`config.mk`:
```
export PLATFORM = sky130hd
export DESIGN_NAME = fetch_unit_flat
export DESIGN_NICKNAME = d
export VERILOG_FILES = /design/src/rtl/fetch_if.sv /design/src/rtl/fetch_unit.sv /design/src/flat_wrapper.sv
export SDC_FILE = /design/constraint.sdc
export NUM_CORES = 1
export LEC_CHECK = 0
export ABC_AREA = 1
export BUFFER_PORTS_ARGS = -buffer_cell sky130_fd_sc_hd__clkbuf_2
export CORE_MARGIN = 10
export CORE_UTILIZATION = 50
export CTS_CLUSTER_SIZE = 8
export DETAILED_ROUTE_END_ITERATION = 6
export HOLD_SLACK_MARGIN = 0.1
export PLACE_DENSITY = 0.85
export SLEW_MARGIN = 30
export SYNTH_ARGS = -nofsm -noshare
export SYNTH_HDL_FRONTEND = slang
export SYNTH_SLANG_ARGS = --single-unit
```
`constraint.sdc`:
```
create_clock -name clk -period 1.65 [get_ports clk]
set_input_delay 0.33 -clock clk [delete_from_list [all_inputs] [get_ports clk]]
set_output_delay 0.33 -clock clk [all_outputs]
set_load 0.02 [all_outputs]
```
`src/rtl/fetch_if.sv`:
```
// Fetch-stage bus: instruction-memory read port, redirect request, IF/ID
// handshake and status. master = fetch_unit, slave = memory/decode side.
interface fetch_if #(
    parameter int ADDR_W = 16,
    parameter int INST_W = 16
);
    logic [ADDR_W-1:0] imem_addr;
    logic [INST_W-1:0] imem_inst;
    logic              redirect_valid;
    logic [ADDR_W-1:0] redirect_pc;
    logic              id_valid;
    logic              id_ready;
    logic [INST_W-1:0] id_inst;
    logic [ADDR_W-1:0] id_pc;
    logic              halted;
    logic              misaligned;
    logic [15:0]       fetch_count;

    modport master (
        output imem_addr, id_valid, id_inst, id_pc, halted, misaligned, fetch_count,
        input  imem_inst, redirect_valid, redirect_pc, id_ready
    );

    modport slave (
        input  imem_addr, id_valid, id_inst, id_pc, halted, misaligned, fetch_count,
        output imem_inst, redirect_valid, redirect_pc, id_ready
    );
endinterface

```
`src/rtl/fetch_unit.sv`:
```
// Instruction fetch: owns the PC, reads the combinational instruction memory
// and holds one instruction in the IF/ID register behind a valid/ready handshake.
module fetch_unit #(
    parameter int                ADDR_W    = 16,
    parameter int                INST_W    = 16,
    parameter int                MEM_BYTES = 128,
    parameter logic [ADDR_W-1:0] RESET_PC  = '0
) (
    input logic     clk,
    input logic     rst,
    fetch_if.master f
);
    typedef enum logic {FETCH, HALT} state_t;

    // One extra bit so MEM_BYTES == 2^ADDR_W still compares correctly.
    localparam logic [ADDR_W:0] MEM_END = (ADDR_W+1)'(MEM_BYTES);

    state_t            state;
    logic [ADDR_W-1:0] pc;
    logic              id_valid;
    logic [INST_W-1:0] id_inst;
    logic [ADDR_W-1:0] id_pc;
    logic              misaligned;
    logic [15:0]       fetch_count;

    logic can_load;
    logic in_range;

    assign can_load = !id_valid || f.id_ready;
    assign in_range = {1'b0, pc} < MEM_END;

    always_ff @(posedge clk) begin
        if (rst) begin
            state       <= FETCH;
            pc          <= RESET_PC;
            id_valid    <= 1'b0;
            id_inst     <= '0;
            id_pc       <= '0;
            misaligned  <= 1'b0;
            fetch_count <= '0;
        end else begin
            misaligned <= 1'b0;
            if (f.redirect_valid) begin
                // Flush only the valid bit; payload keeps its stale contents.
                pc         <= {f.redirect_pc[ADDR_W-1:1], 1'b0};
                id_valid   <= 1'b0;
                state      <= FETCH;
                misaligned <= f.redirect_pc[0];
            end else if (state == FETCH) begin
                if (!in_range) begin
                    state    <= HALT;
                    id_valid <= id_valid && !f.id_ready;
                end else if (can_load) begin
                    id_inst  <= f.imem_inst;
                    id_pc    <= pc;
                    id_valid <= 1'b1;
                    pc       <= pc + ADDR_W'(2);
                    if (fetch_count != 16'hFFFF)
                        fetch_count <= fetch_count + 16'd1;
                end
            end else begin
                if (f.id_ready)
                    id_valid <= 1'b0;
            end
        end
    end

    assign f.imem_addr   = pc;
    assign f.id_valid    = id_valid;
    assign f.id_inst     = id_inst;
    assign f.id_pc       = id_pc;
    assign f.halted      = (state == HALT);
    assign f.misaligned  = misaligned;
    assign f.fetch_count = fetch_count;
endmodule
```
`src/flat_wrapper.sv`:
```
// flat-port wrapper written by rule: the top's interface ports become plain ports
module fetch_unit_flat 
#(
    parameter int                ADDR_W    = 16,
    parameter int                INST_W    = 16,
    parameter int                MEM_BYTES = 128,
    parameter logic [ADDR_W-1:0] RESET_PC  = '0
)
  (clk, rst, f_imem_addr, f_id_valid, f_id_inst, f_id_pc, f_halted, f_misaligned, f_fetch_count, f_imem_inst, f_redirect_valid, f_redirect_pc, f_id_ready);
  fetch_if #(.ADDR_W(ADDR_W), .INST_W(INST_W)) f_i ();
  input logic clk;
  input logic rst;
  output wire logic [$bits(f_i.imem_addr)-1:0] f_imem_addr;
  output wire logic [$bits(f_i.id_valid)-1:0] f_id_valid;
  output wire logic [$bits(f_i.id_inst)-1:0] f_id_inst;
  output wire logic [$bits(f_i.id_pc)-1:0] f_id_pc;
  output wire logic [$bits(f_i.halted)-1:0] f_halted;
  output wire logic [$bits(f_i.misaligned)-1:0] f_misaligned;
  output wire logic [$bits(f_i.fetch_count)-1:0] f_fetch_count;
  input wire logic [$bits(f_i.imem_inst)-1:0] f_imem_inst;
  input wire logic [$bits(f_i.redirect_valid)-1:0] f_redirect_valid;
  input wire logic [$bits(f_i.redirect_pc)-1:0] f_redirect_pc;
  input wire logic [$bits(f_i.id_ready)-1:0] f_id_ready;
  assign f_imem_addr = f_i.imem_addr;
  assign f_id_valid = f_i.id_valid;
  assign f_id_inst = f_i.id_inst;
  assign f_id_pc = f_i.id_pc;
  assign f_halted = f_i.halted;
  assign f_misaligned = f_i.misaligned;
  assign f_fetch_count = f_i.fetch_count;
  assign f_i.imem_inst = f_imem_inst;
  assign f_i.redirect_valid = f_redirect_valid;
  assign f_i.redirect_pc = f_redirect_pc;
  assign f_i.id_ready = f_id_ready;
  fetch_unit #(.ADDR_W(ADDR_W), .INST_W(INST_W), .MEM_BYTES(MEM_BYTES), .RESET_PC(RESET_PC)) u_core (.clk(clk), .rst(rst), .f(f_i));
endmodule
```
## After elaboration in Yosys (flattened, before gate mapping)

Index checks and enable logic that the tools add are counted.

| word-level totals | value |
|---|---|
| register bits after elaboration | 67 |
| input port bits | 36 |
| output and inout bits | 67 |
| word-level logic and storage cells | 40 |

| operators by class | value |
|---|---|
| add/subtract/negate cells | 2 |
| magnitude comparators | 1 |
| equality and inequality tests | 4 |
| muxes and demuxes | 10 |
| bitwise operators | 2 |
| reduce and logical (&&, ||, !) cells | 13 |

Operators with widths:

| kind | number |
|---|---|
| 2-to-1 mux 16 bit | 4 |
| adder 16 x 1 -> 16 bit (second input constant) | 1 |
| adder 16 x 2 -> 16 bit (second input constant) | 1 |
| < comparator 16 x 8 -> 1 bit (second input constant) | 1 |
| inequality test 16 bit (second input constant) | 1 |
| 2-to-1 mux 1 bit | 6 |
| AND reduction 3 bit | 2 |
| AND reduction 5 bit | 1 |
| inequality test 2 bit (second input constant) | 2 |
| AND reduction 4 bit | 1 |
| nonzero test 2 bit | 2 |
| OR reduction 2 bit | 2 |
| inequality test 3 x 1 -> 1 bit (second input constant) | 1 |
| logical NOT 1 bit | 2 |
| inverter 1 bit | 2 |
| AND reduction 2 bit | 1 |
| logical AND 1 bit | 1 |
| logical OR 1 bit | 1 |

## Logic depth before layout (Yosys ltp)

| logic depth | value |
|---|---|
| depth in word-level cells | 6 |
| gate-level depth with buffers | 8 |
| depth with buffers taken out | 8 |

## Least setup slack after synthesis

OpenSTA, ideal clock, no wires.

| path | value |
|---|---|
| kind | flip-flop to flip-flop |
| start point | register u_core.fetch_count[0], in the netlist u_core.f.fetch_count[0] |
| end point | register u_core.fetch_count[11], in the netlist u_core.f.fetch_count[11] |
| setup time | 0.070 ns |
| arrival | 1.591 ns |
| required time | 1.580 ns |
| path slack | -0.011 ns |
| stages on the path, launching flop included | 9 |
| path buffers | 1 |
| clock period less this slack | 1.661 ns |
| path through | dfxtp_1 ha_1 nand2_2 nor2_4 nand4_4 nand3_4 buf_6 nand2_1 a21oi_2 |

| on the way | value |
|---|---|
| longest elaborated chain between the ends | 2 |
| elaborated cells on any way between the ends | 3 |
| classes of those cells | 1 x add/sub; 1 x eq/ne; 1 x reduce/logical |

RTL lines:

| what | line | text |
|---|---|---|
| start: declaration | fetch_unit.sv:24 | `logic [15:0] fetch_count;` |
| start signal: assignment | fetch_unit.sv:59 | `fetch_count <= fetch_count + 16'd1;` |
| branches (longest 2 deep; another with adder 16 x 1 -> 16 bit) | - |  |

Several ways; the timed one is not identified.
A chain may end at the register's enable or synchronous reset.

## Final worst setup path

| path | value |
|---|---|
| start point | register u_core.pc[8], in the netlist u_core.f.imem_addr[8] |
| end point | register u_core.fetch_count[2], in the netlist u_core.f.fetch_count[2] |

| on the way | value |
|---|---|
| longest elaborated chain between the ends | 2 |

RTL lines:

| what | line | text |
|---|---|---|
| start: declaration | fetch_unit.sv:19 | `logic [ADDR_W-1:0] pc;` |
| start signal: assignment | fetch_unit.sv:45 | `pc <= {f.redirect_pc[ADDR_W-1:1], 1'b0};` |
| start signal: assignment | fetch_unit.sv:57 | `pc <= pc + ADDR_W'(2);` |
| < comparator 16 x 8 -> 1 bit | fetch_unit.sv:30 | `assign in_range = {1'b0, pc} < MEM_END;` |
| AND reduction 5 bit (no source line) | - |  |

No other way between the ends.

==> metrics.md <==
| Metric | Value |
|---|---|
| Worst Clk Skew | `0.00571 ns` |
| Num CTS Buffers | `9` |
| Rows | `27` |
| GRT Total Usage | `0.176` |
| Static leakage | `1.63 nW` |
| Post-Synth XOR/XNOR Area | `0.0298` |
| Hold crit path type | `in2reg` |
| Clk Tree Root Cell | `clkbuf_8` |
| Worst vdd ir | `0.718 mV` |
| Nets@finish | `549` |
| Combinational family with the most area after synthesis | `simple AND/OR/NAND/NOR gates` |
| Worst-Skew Late Latency | `0.35 ns` |
| Pwr Total | `0.00368 W` |
| CTS Hold Bufs | `0` |
| Crit start category | `register` |
| Setup TNS Final | `0 ns` |
| Worst EP arrival | `1.83 ns` |
| Dpl cells | `572` |
| Wire per inst | `14.3 um` |
| Initial Util | `0.525` |
| Compound-gate portion of the synthesized area | `0.112` |
| Number of global-route vias before repair | `2818` |
| N_diodes | `0` |
| Post-synthesis mux area share | `0` |
| Flop2flop setup slack | `0.09 ns` |
| Initial antenna violation count | `0` |
| Reg2reg end | `u_core.f.fetch_count[2]` |
| Clock Path Buffers | `2` |
| Status | `complete, no violations` |
| Worst setup EP type | `register` |
| YS warnings | `0` |
| Hold_ws | `0.193 ns` |
| Max Slew Vio Count | `0` |
| Layout area overhead | `29.5%` |
| Global route total overflow | `0` |
| First-pass GRT wire length | `14.0 mm` |
| Post-DP HPWL | `6.17 mm` |
| Sequential area share after synthesis | `0.442` |
| Worst-case reg-to-reg path depth | `8` |
| PortBufs | `100` |
| Core box area | `5610 um2` |
| Clk slew on worst S/H paths | `0.07 ns` |
| Power Density | `966 nW/um2` |
| Yosys cell types | `29` |
| Clock sink total | `65` |
| Mapped Cells | `406` |
| Most frequent cells in the layout | `127 x nand2_1, 100 x clkbuf_2, 64 x dfxtp_1, 42 x nor2_1` |
| Final Cycle Share | `0.943` |
| CTS tree | `yes` |
| Vias | `3003` |
| Most common cell after layout, fill and taps aside | `nand2_1` |
| Worst setup margin | `0.0945 ns` |
| Pre-CTS setup slack | `0.0345 ns` |
| FF+latch count, synth | `65` |
| Layout cells sized above 1 | `0.302` |
| Finished Layout Cells | `588` |
| WL final | `8.42 mm` |
| DRC Markers | `0` |
| Drt first pass iters | `4` |
| Post-route ant nets | `0` |
| Time the worst path needs with I/O delays and setup | `1.56 ns` |
| Mapped cell area | `2940 um2` |
| Worst Setup EP | `u_core.f.fetch_count[2]` |
| Fmax | `643 MHz` |
| Vias per cell | `5.11` |
| Largest net degree at the start of global routing | `36` |
| Die span in x | `96.7 um` |
| I/O pins | `103` |
| Adder-cell share of the synthesized area | `0.00851` |
| Data required, critical path | `1.92 ns` |
| Crit Path Max Fanout | `24` |
| Mean Syn Cell Area | `7.25 um2` |
| Final setup fails | `0` |
| Placer Congestion | `0.883` |
| Die H | `96.7 um` |
| H-tree depth | `3` |
| CP Launch Point | `u_core.f.imem_addr[8]` |
| Die area | `9350 um2` |
| Area share of and/or/nand/nor cells after synthesis | `0.345` |
| Final hold vios | `0` |
| Max_cap viols | `0` |
| Crit path kind | `reg2reg` |
| DRC marker count from the first detailed-route iteration | `170` |
| Worst r2r src | `u_core.f.imem_addr[8]` |
## cell families after synthesis
logic type               Yosys count
other                              1
flip-flops                        65
AO/OA/AOI/OAI                     58
buffers and inverters             39
XOR/XNOR                          10
adder cells (fa/ha/maj)            2
AND/OR/NAND/NOR                  231
## synthesized netlist by cell type
cell	count	area, um2
buf_4	5	37.5
nand4_1	6	37.5
nand2_1	127	477
nand3_4	1	17.5
nor3b_1	1	7.51
nand2_2	1	6.26
or2_2	1	6.26
buf_6	1	11.3
inv_2	1	3.75
ha_1	2	25.0
nor3_2	1	10.0
xnor2_1	2	17.5
a21oi_1	38	190
a21boi_0	1	7.51
o21ai_0	9	45.0
nor2_4	3	33.8
nand4_4	1	21.3
inv_1	17	63.8
nand3_2	1	10.0
nor2_2	2	12.5
buf_2	5	25.0
xor2_1	8	70.1
a21oi_2	10	87.6
nor2_1	44	165
conb_1	1	3.75
clkbuf_1	10	37.5
dfxtp_1	65	1300
nor3_1	3	15.0
nand3_1	39	195
## per-stage QoR
stage	util	cell area, um2
finish	0.679	3810
global route	0.679	3810
CTS	0.675	3780
detailed placement	0.634	3560
global placement	0.634	3560
floorplan	-	2950
## routing by layer
metal	vias up	wire length (um)	GRT usage
met4	0	176	0.0620
li1	1522	-	-
met1	1366	3430	0.196
met2	99	4200	0.301
met3	16	605	0.0639
met5	-	0	0
## worst min-delay path by stage
stage,from,to,slack [ns],depth (start not counted)
finish,f_redirect_pc[0],u_core.f.misaligned,0.19,3
floorplan,f_redirect_pc[0],u_core.f.misaligned,0.45,2
CTS,f_redirect_pc[0],u_core.f.misaligned,0.19,3
global route,f_redirect_pc[0],u_core.f.misaligned,0.20,3
global placement,u_core.f.id_pc[15],u_core.f.id_pc[15],0.43,2
detailed placement,u_core.f.id_pc[9],u_core.f.id_pc[9],0.43,2
## power breakdown
part	switching (W)	total, W	internal, W
Sequential	0.0000422	0.00166	0.00162
Clock	0.000650	0.00156	0.000906
Combinational	0.000296	0.000460	0.000165
Total	0.000987	0.00368	0.00269
## timing repair
item	in CTS	in global routing
hold endpoints to repair	0	0
setup buffers	0	0
resized for setup	0	6
endpoints found under the setup margin	0	47
## state kept, by name (all words and copies together) (netlist names)
name and flops:
u_core.f.id_inst 16, u_core.f.id_pc 15, u_core.f.fetch_count 16, u_core.f.halted 1, u_core.f.misaligned 1, u_core.f.id_valid 1
u_core.f.imem_addr 15
## worst max-delay path, cell delays in order (launching register included)
cell and delay, ns:
dfxtp_1 0.33, nor2_1 0.18, nand2_1 0.11, nor2_2 0.16
nand3_4 0.15, nor2_4 0.14, buf_12 0.17, nand3_1 0.08
a21oi_1 0.16
## area by class of cell
class,count,area [um2]
clock buffers,11,141
clock inverters,5,86.3
fillers,499,1800
inverters,18,67.6
multi-input cells,303,1490
flip-flops and latches,65,1300
well taps,72,90.1
repair buffers,114,631
Power figures use the tool's default switching activity.
